[config.mk]
export PLATFORM = sky130hd
export DESIGN_NAME = bitstream_loader
export DESIGN_NICKNAME = d
export VERILOG_FILES = /design/src/rtl/bitstream_loader_pkg.sv /design/src/rtl/loader_word_packer.sv /design/src/rtl/bitstream_loader.sv
export SDC_FILE = /design/constraint.sdc
export NUM_CORES = 1
export LEC_CHECK = 0
export BUFFER_PORTS_ARGS = -buffer_cell sky130_fd_sc_hd__buf_2
export CORE_MARGIN = 5
export CORE_UTILIZATION = 49
export CTS_CLUSTER_SIZE = 12
export DETAILED_ROUTE_END_ITERATION = 16
export HOLD_SLACK_MARGIN = 0.03
export PLACE_DENSITY = 0.75
export SETUP_SLACK_MARGIN = 0.4
export SYNTH_ARGS = -nofsm -noshare
export SYNTH_HDL_FRONTEND = slang
export SYNTH_SLANG_ARGS = --single-unit
[constraint.sdc]
create_clock -name CLK -period 2.3 [get_ports CLK]
set_clock_uncertainty 0.1 [all_clocks]
set_input_delay 0.23 -clock CLK [delete_from_list [all_inputs] [get_ports CLK]]
set_output_delay 0.23 -clock CLK [all_outputs]
set_load 0.03 [all_outputs]
[src/rtl/bitstream_loader_pkg.sv]
// Shared state encoding and default timing for the bitstream loader.
package bitstream_loader_pkg;

  typedef enum logic [2:0] {
    IDLE,
    FETCH,
    SETUP,
    STROBE,
    HOLD,
    USRRST,
    DONE
  } state_t;

  localparam int DEF_MAX_BYTES    = 16384;
  localparam int DEF_SETUP_CYC    = 2;
  localparam int DEF_HOLD_CYC     = 2;
  localparam int DEF_USER_RST_CYC = 5;
  localparam int FETCH_CYC        = 5;
  localparam logic [7:0] PAD_BYTE = 8'h00;

endpackage

[src/rtl/loader_word_packer.sv]
// Captures read bytes one cycle after their request and shifts them into a
// big-endian word; byte slots that were not read are filled with padding.
module loader_word_packer
  import bitstream_loader_pkg::*;
(
  input  logic        clk,
  input  logic        reset,
  input  logic        slot,
  input  logic        rd,
  input  logic [7:0]  din,
  output logic [31:0] word
);

  logic slot_d;
  logic rd_d;

  always_ff @(posedge clk) begin
    if (reset) begin
      slot_d <= 1'b0;
      rd_d   <= 1'b0;
      word   <= 32'h0;
    end else begin
      slot_d <= slot;
      rd_d   <= rd;
      if (slot_d)
        word <= {word[23:0], (rd_d ? din : PAD_BYTE)};
    end
  end

endmodule

[src/rtl/bitstream_loader.sv]
// Streams a byte bitstream from memory into 32-bit fabric config writes,
// then pulses the user reset. Optional running checksum: LOADER_CHECKSUM_EN.
//
// state  | meaning
// IDLE   | waiting for start
// FETCH  | 4 byte reads + capture of the last byte (5 cycles)
// SETUP  | word stable before strobe
// STROBE | one-cycle config write
// HOLD   | word held after strobe
// USRRST | user reset pulse
// DONE   | one-cycle completion pulse
module bitstream_loader
  import bitstream_loader_pkg::*;
#(
  parameter int MAX_BYTES    = DEF_MAX_BYTES,
  parameter int SETUP_CYC    = DEF_SETUP_CYC,
  parameter int HOLD_CYC     = DEF_HOLD_CYC,
  parameter int USER_RST_CYC = DEF_USER_RST_CYC,
  localparam int AW          = $clog2(MAX_BYTES)
) (
  input  logic          CLK,
  input  logic          reset,
  input  logic          start,
  input  logic          abort,
  input  logic [AW:0]   len,
  output logic          mem_rd,
  output logic [AW-1:0] mem_addr,
  input  logic [7:0]    mem_data,
  output logic [31:0]   SelfWriteData,
  output logic          SelfWriteStrobe,
  output logic          user_rst,
  output logic          busy,
  output logic          done
`ifdef LOADER_CHECKSUM_EN
  ,
  output logic [31:0]   checksum
`endif
);

  localparam logic [AW:0] MAX_L = MAX_BYTES[AW:0];

  state_t      state;
  state_t      next;
  logic [15:0] cnt;
  logic [15:0] cnt_init;
  logic [AW:0] addr;
  logic [AW:0] len_q;
  logic [AW:0] len_clip;
  logic        tc;
  logic        slot;
  logic        accept;

  assign len_clip = (len > MAX_L) ? MAX_L : len;
  assign tc       = (cnt == 16'd0);
  assign mem_addr = addr[AW-1:0];

  always_comb begin
    next            = state;
    slot            = 1'b0;
    mem_rd          = 1'b0;
    accept          = 1'b0;
    SelfWriteStrobe = 1'b0;
    user_rst        = 1'b0;
    done            = 1'b0;
    busy            = (state != IDLE);
    case (state)
      IDLE: begin
        if (start && !abort) begin
          accept = 1'b1;
          next   = (len_clip == '0) ? USRRST : FETCH;
        end
      end
      FETCH: begin
        // Slots past the latched length still take their cycle so every
        // word has the same period, but no read is issued.
        slot   = !tc;
        mem_rd = !tc && (addr < len_q);
        if (tc) next = SETUP;
      end
      SETUP:  if (tc) next = STROBE;
      STROBE: begin
        SelfWriteStrobe = 1'b1;
        next            = HOLD;
      end
      HOLD:   if (tc) next = (addr < len_q) ? FETCH : USRRST;
      USRRST: begin
        user_rst = 1'b1;
        if (tc) next = DONE;
      end
      DONE: begin
        done = 1'b1;
        next = IDLE;
      end
      default: next = IDLE;
    endcase
    if (abort && state != IDLE) next = IDLE;

    cnt_init = 16'd0;
    case (next)
      FETCH:   cnt_init = 16'(FETCH_CYC - 1);
      SETUP:   cnt_init = 16'(SETUP_CYC - 1);
      HOLD:    cnt_init = 16'(HOLD_CYC - 1);
      USRRST:  cnt_init = 16'(USER_RST_CYC - 1);
      default: cnt_init = 16'd0;
    endcase
  end

  always_ff @(posedge CLK) begin
    if (reset) begin
      state <= IDLE;
      cnt   <= 16'd0;
      addr  <= '0;
      len_q <= '0;
    end else begin
      state <= next;
      if (next != state)
        cnt <= cnt_init;
      else if (!tc)
        cnt <= cnt - 16'd1;
      if (accept) begin
        addr  <= '0;
        len_q <= len_clip;
      end else if (slot) begin
        addr <= addr + 1'b1;
      end
    end
  end

`ifdef LOADER_CHECKSUM_EN
  always_ff @(posedge CLK) begin
    if (reset)
      checksum <= 32'h0;
    else if (accept)
      checksum <= 32'h0;
    else if (state == STROBE)
      checksum <= checksum + SelfWriteData;
  end
`endif

  loader_word_packer u_packer (
    .clk   (CLK),
    .reset (reset),
    .slot  (slot),
    .rd    (mem_rd),
    .din   (mem_data),
    .word  (SelfWriteData)
  );

endmodule

## Yosys cells after proc, flatten, opt, wreduce, memory -nomap -nowiden

Index checks and enable logic that the tools add are counted.

- Reductions and logical operators: 12
- Magnitude comparators: 2
- Multiplexer cells: 21
- $add $sub $neg: 2
- Equal/unequal tests: 12

Operators by type and width:

| cell | number |
|---|---|
| $mux W16 | 2 |
| $mux W3 | 8 |
| $pmux W3 S6 | 1 |
| $logic_not A16 Y1 | 1 |
| $sub A16 B1 Y16 const B | 1 |
| $add A15 B1 Y15 const B | 1 |
| $eq A3 B3 Y1 const B | 5 |
| $gt A15 B15 Y1 const B | 1 |
| $logic_not A15 Y1 | 1 |
| $lt A15 B15 Y1 | 1 |
| $mux W15 | 1 |
| $eq A3 B2 Y1 const B | 3 |
| $mux W8 | 1 |
| $mux W1 | 7 |
| $eq A3 B1 Y1 const B | 2 |
| $pmux W3 S2 | 1 |
| $reduce_or A2 Y1 | 3 |
| $logic_and A1 B1 Y1 | 3 |
| $logic_not A3 Y1 | 1 |
| $ne A3 B3 Y1 | 1 |
| $reduce_bool A3 Y1 | 1 |
| $logic_not A1 Y1 | 2 |
| $ne A2 B1 Y1 const B | 1 |

- Input port bits: 27
- Output and inout port bits: 51
- Flip-flop bits (word level): 83
- Word-level logic and storage cells: 56

## Depth between registers and ports, before layout

- Word-level depth: 11
- Mapped depth: 11
- Mapped depth without buffers: 9

## By module

From an unflattened synthesis, not the netlist that was laid out.

- Cells, all modules: 445
- Area total of the unflattened synthesis: 3953.8 um2

By module, submodules not included:

| module | sequential area each (um2) | area an instance (um2) | times used | cells an instance |
|---|---|---|---|---|
| bitstream_loader | 980.9 | 2708.8 | 1 | 327 |
| loader_word_packer | 680.7 | 1244.9 | 1 | 118 |

## Least setup slack after synthesis

No wires, ideal clock.

- Path type: register -> register
- From: reg cnt[0]
- To: reg addr[11]
- Arrival: 2.084 ns
- Buffers on the path: 1
- Stages on the path, launching flop included: 11
- Data required time: 2.075 ns
- Setup slack: -0.009 ns
- Clock period less this slack: 2.309 ns
- Setup time: 0.125 ns
- Path through: dfxtp_1 inv_1 ha_1 nor4b_1 and4b_1 buf_6 nor4_1 and2_1 nand4_1 xor2_1 nor2_1

- Longest elaborated chain between the ends: 3

Ends and longest elaborated chain:

| what | RTL line | text |
|---|---|---|
| start: declaration | bitstream_loader.sv:44 | `logic [15:0] cnt;` |
| start signal: assignment | bitstream_loader.sv:117 | `cnt <= cnt_init;` |
| start signal: assignment | bitstream_loader.sv:119 | `cnt <= cnt - 16'd1;` |
| $logic_not A16 Y1 | bitstream_loader.sv:54 | `assign tc = (cnt == 16'd0);` |
| $logic_not A1 Y1 | n/a |  |
| $mux W1 | bitstream_loader.sv:66 | `case (state)` |
| end signal: assignment | bitstream_loader.sv:124 | `addr <= addr + 1'b1;` |
| end: declaration | bitstream_loader.sv:46 | `logic [AW:0] addr;` |

Every way passes these cells.
A chain may end at the register's enable or synchronous reset.

## Final worst setup path

- From: reg len_q[5]
- To: out mem_rd

- Longest elaborated chain between the ends: 3

Ends and longest elaborated chain:

| what | RTL line | text |
|---|---|---|
| start: declaration | bitstream_loader.sv:47 | `logic [AW:0] len_q;` |
| start signal: assignment | bitstream_loader.sv:122 | `len_q <= len_clip;` |
| $lt A15 B15 Y1 | bitstream_loader.sv:77 | `mem_rd = !tc && (addr < len_q);` |
| $logic_and A1 B1 Y1 | bitstream_loader.sv:77 |  |
| $mux W1 | bitstream_loader.sv:66 |  |
| end: declaration | bitstream_loader.sv:26 | `output logic mem_rd,` |

Every way passes these cells.

==> flow_summary_export.csv <==
group,metric,value,unit
pwr,p_int,0.002931,W
global_routing,antenna_found_initial,0,
worst_hold_path,worstHoldStart,"len[2]",
place,place.gp.congestion,0.8142,
worst_hold_path,min_path_type,"input pin to register",
status,violations,"negative setup slack",
synthesis,yosysSeqAreaShare,43.22,%
synthesis,synth_edf_count,0,
timing,fin_tns_setup,-3.451,ns
critical_path,worst_ep_required_time,1.97,ns
final_layout,instances_no_fill,681,
route,drt-initial-drc-count,323,
pwr,comb_power_share,39.4,%
final_layout,utilization,69.65,%
global_routing,grt-ovfl-total,0,
critical_path,r2r_start,"len_q[5]",
timing,hold_viol_final,0,
clock_tree,clkSinkCount,83,
route,dr.pass1.iters,5,
die,initial_utilization,50.02,%
die,rows,32,
clock_tree,ctsHtreeMaxLevel,3,
critical_path,cp-startpoint,"len_q[5]",
synthesis,yosysTopAreaCell,"dfxtp_1",
timing,worst_slack,-0.2332,ns
final_layout,fin_nets,617,
timing,relSlewSlack,66.22,%
clock_tree,clk_pin_slew,0.08,ns
clock_tree,cts_root_buf,"clkbuf_8",
final_layout,area_growth,39.24,%
die,io_pins,78,
clock_tree,clkLatencyLatePin,0.36,ns
route,vias_per_cell,5.498,
status,status,"finished, violations left",
clock_tree,cts_buffers,9,
final_layout,layout-drive-gt1-share,36.61,%
route,wire_per_inst,15.92,um
synthesis,avgSynthCellArea,8.660,um2
global_routing,grt_max_degree,38,
pwr,p_leak,2.256,nW
clock_tree,cts_tree,"done",
route,drt_wl_total,10840,um
route,ant_nets,0,
synthesis,synth_top_area_share,43.22,%
critical_path,crit_fanout,2,
pwr,pwr-share-clk,23.6,%
pwr,powerDensity,846.7,nW/um2
synthesis,syn_area,3845,um2
timing,timing.final.crit_share,110.1,%
global_routing,grt_pass1_vias,3494,
synthesis,yosys_warnings,0,
place,port_buffers,77,
die,die_area,9718,um2
synthesis,yosysMostFrequentCell,"dfxtp_1",
die,core_area,7687,um2
critical_path,worstSetupPathType,"register to primary output",
route,vias,3744,
critical_path,arrival,2.20,ns
run,maxCapViolations,0,
die,die_x,98.58,um
synthesis,synth.distinct_cells,48,
pwr,total_power,0.004533,W
synthesis,ys_ff_latch,83,
global_routing,groute.usage.overall,20.10,%
synthesis,async_flop_share,0,%
timing,final_max_slew_viol_count,0,
global_routing,grt_pass1_wl,16280,um
timing,grt_setup_unrepaired,"true",
place,pre_cts_slack,-0.04897,ns
route,route.detailed.drc,0,
place,dp_hpwl,6382,um
pwr,sw_frac_of_total,35.35,%
pwr,vdd_drop_max,0.4561,mV
timing,finalSetupViolCount,18,
synthesis,syn_nets,487,
pwr,p_sw,0.001602,W
pwr,pwr-share-seq,37.0,%
final_layout,antenna_cells,0,
synthesis,synth_area_leaders,"dfxtp_1, nor2_1, mux2i_1",
synthesis,ys.flop_type,"dfxtp_1",
critical_path,crit_path_end_kind,"primary output",
timing,clock.fmax,394.8,MHz
place,dp_cells,628,
synthesis,synth_cells,444,
timing,worst_pin_slew,0.5020,ns
timing,fin_crit,2.533,ns
clock_tree,cts.path.max_buffers,2,
synthesis,synthTopCellsByCount,"dfxtp_1, nor2_1, nand2_1, mux2i_1, a21oi_1",
die,die_h,98.58,um
critical_path,critPathLaunchType,"register",
area by class of cell:
class	count	area (um2)
Sequential cell	83	1675
Inverter	19	71.32
Fill cell	576	2333
Timing Repair Buffer	151	1064
Clock buffer	9	123.9
Clock inverter	7	76.32
Tap cell	102	127.6
Multi-Input combinational cell	310	2216
layout by cell type (no fill, tap or decap), types with 3 or more instances in the layout:
cell,Yosys,routed
buf_2,1,75
dfxtp_1,83,72
nor2_1,77,63
buf_4,14,40
nand2_1,33,30
mux2i_1,26,26
a21oi_1,25,22
dlygate4sd3_1,0,21
o21ai_0,20,17
buf_6,2,14
inv_1,18,13
xor2_1,13,13
ha_1,16,12
xnor2_1,13,11
dfxtp_2,0,11
nor2b_1,11,10
nor2_2,1,10
clkbuf_8,0,9
nor3_1,9,7
nor4_1,10,7
nand4_1,6,6
nand3_1,9,6
inv_2,0,5
nor2_4,0,5
o21ai_1,1,4
a21oi_2,1,4
and2_1,5,4
ha_4,0,4
nand2_2,0,3
and3_1,4,3
nand3_2,0,3
worst paths after layout:
path,end,slack (ns),cells after the start
min reg2reg,len_q[10],0.39,2
max reg2reg,cnt[5],-0.22,11
max,mem_rd,-0.23,9
min,len_q[2],0.04,3
logic make-up (layout without fill, tap and decap cells):
family / count (synthesis) / in the layout / share of synthesized area (%)
mux: 26 / 26 / 6.769
buf+inv: 51 / 186 / 6.768
compound gates: 64 / 64 / 10.02
xor+xnor: 26 / 26 / 5.923
fa+ha+maj: 16 / 16 / 5.207
flops: 83 / 83 / 43.22
simple gates: 178 / 178 / 22.10
power by group through the flow:
stage	Clock, W	Sequential (W)	Combinational, W
after floorplan	0	0.00168	0.000954
after global placement	0	0.00168	0.00130
after detailed placement	0	0.00169	0.00132
after CTS	0.00108	0.00165	0.00152
after global routing	0.00116	0.00169	0.00193
final	0.00107	0.00168	0.00179
registers in the layout, summed over array words and instances, names as in the netlist:
name and cells:
len_q 15, u_packer.rd_d 1, state 3, cnt 16
u_packer.word 32, u_packer.slot_d 1, addr 15
layer usage:
layer	wire, um	global-route usage [%]
met5	0	0
met2	5133	33.54
met1	4424	26.11
met3	759	4.742
met4	527	5.462
per-stage QoR:
step	instance area, um2	hold WS (ns)
after floorplan	3910	0.2386
final	5354	0.03840
after CTS	5105	0.03258
after global placement	4519	0.3475
after detailed placement	4519	0.3518
after global routing	5354	0.03821
worst max-delay path: stages (launching register included):
cell,delay (ns)
dfxtp_2,0.33
inv_2,0.08
ha_4,0.21
and3_4,0.17
a221o_1,0.38
a31oi_4,0.18
o41ai_4,0.09
buf_4,0.17
nor2_4,0.10
buf_6,0.14
repair_timing:
action | in CTS | in global routing
hold buffers | 21 | 0
gates resized for setup | 28 | 50
gates cloned | 0 | 1
endpoints found under the setup margin | 37 | 52
pin swaps | 14 | 18
endpoints found under the hold margin | 21 | 0
buffers inserted | 9 | 6
Note: power is estimated with default switching activity, not from simulation.
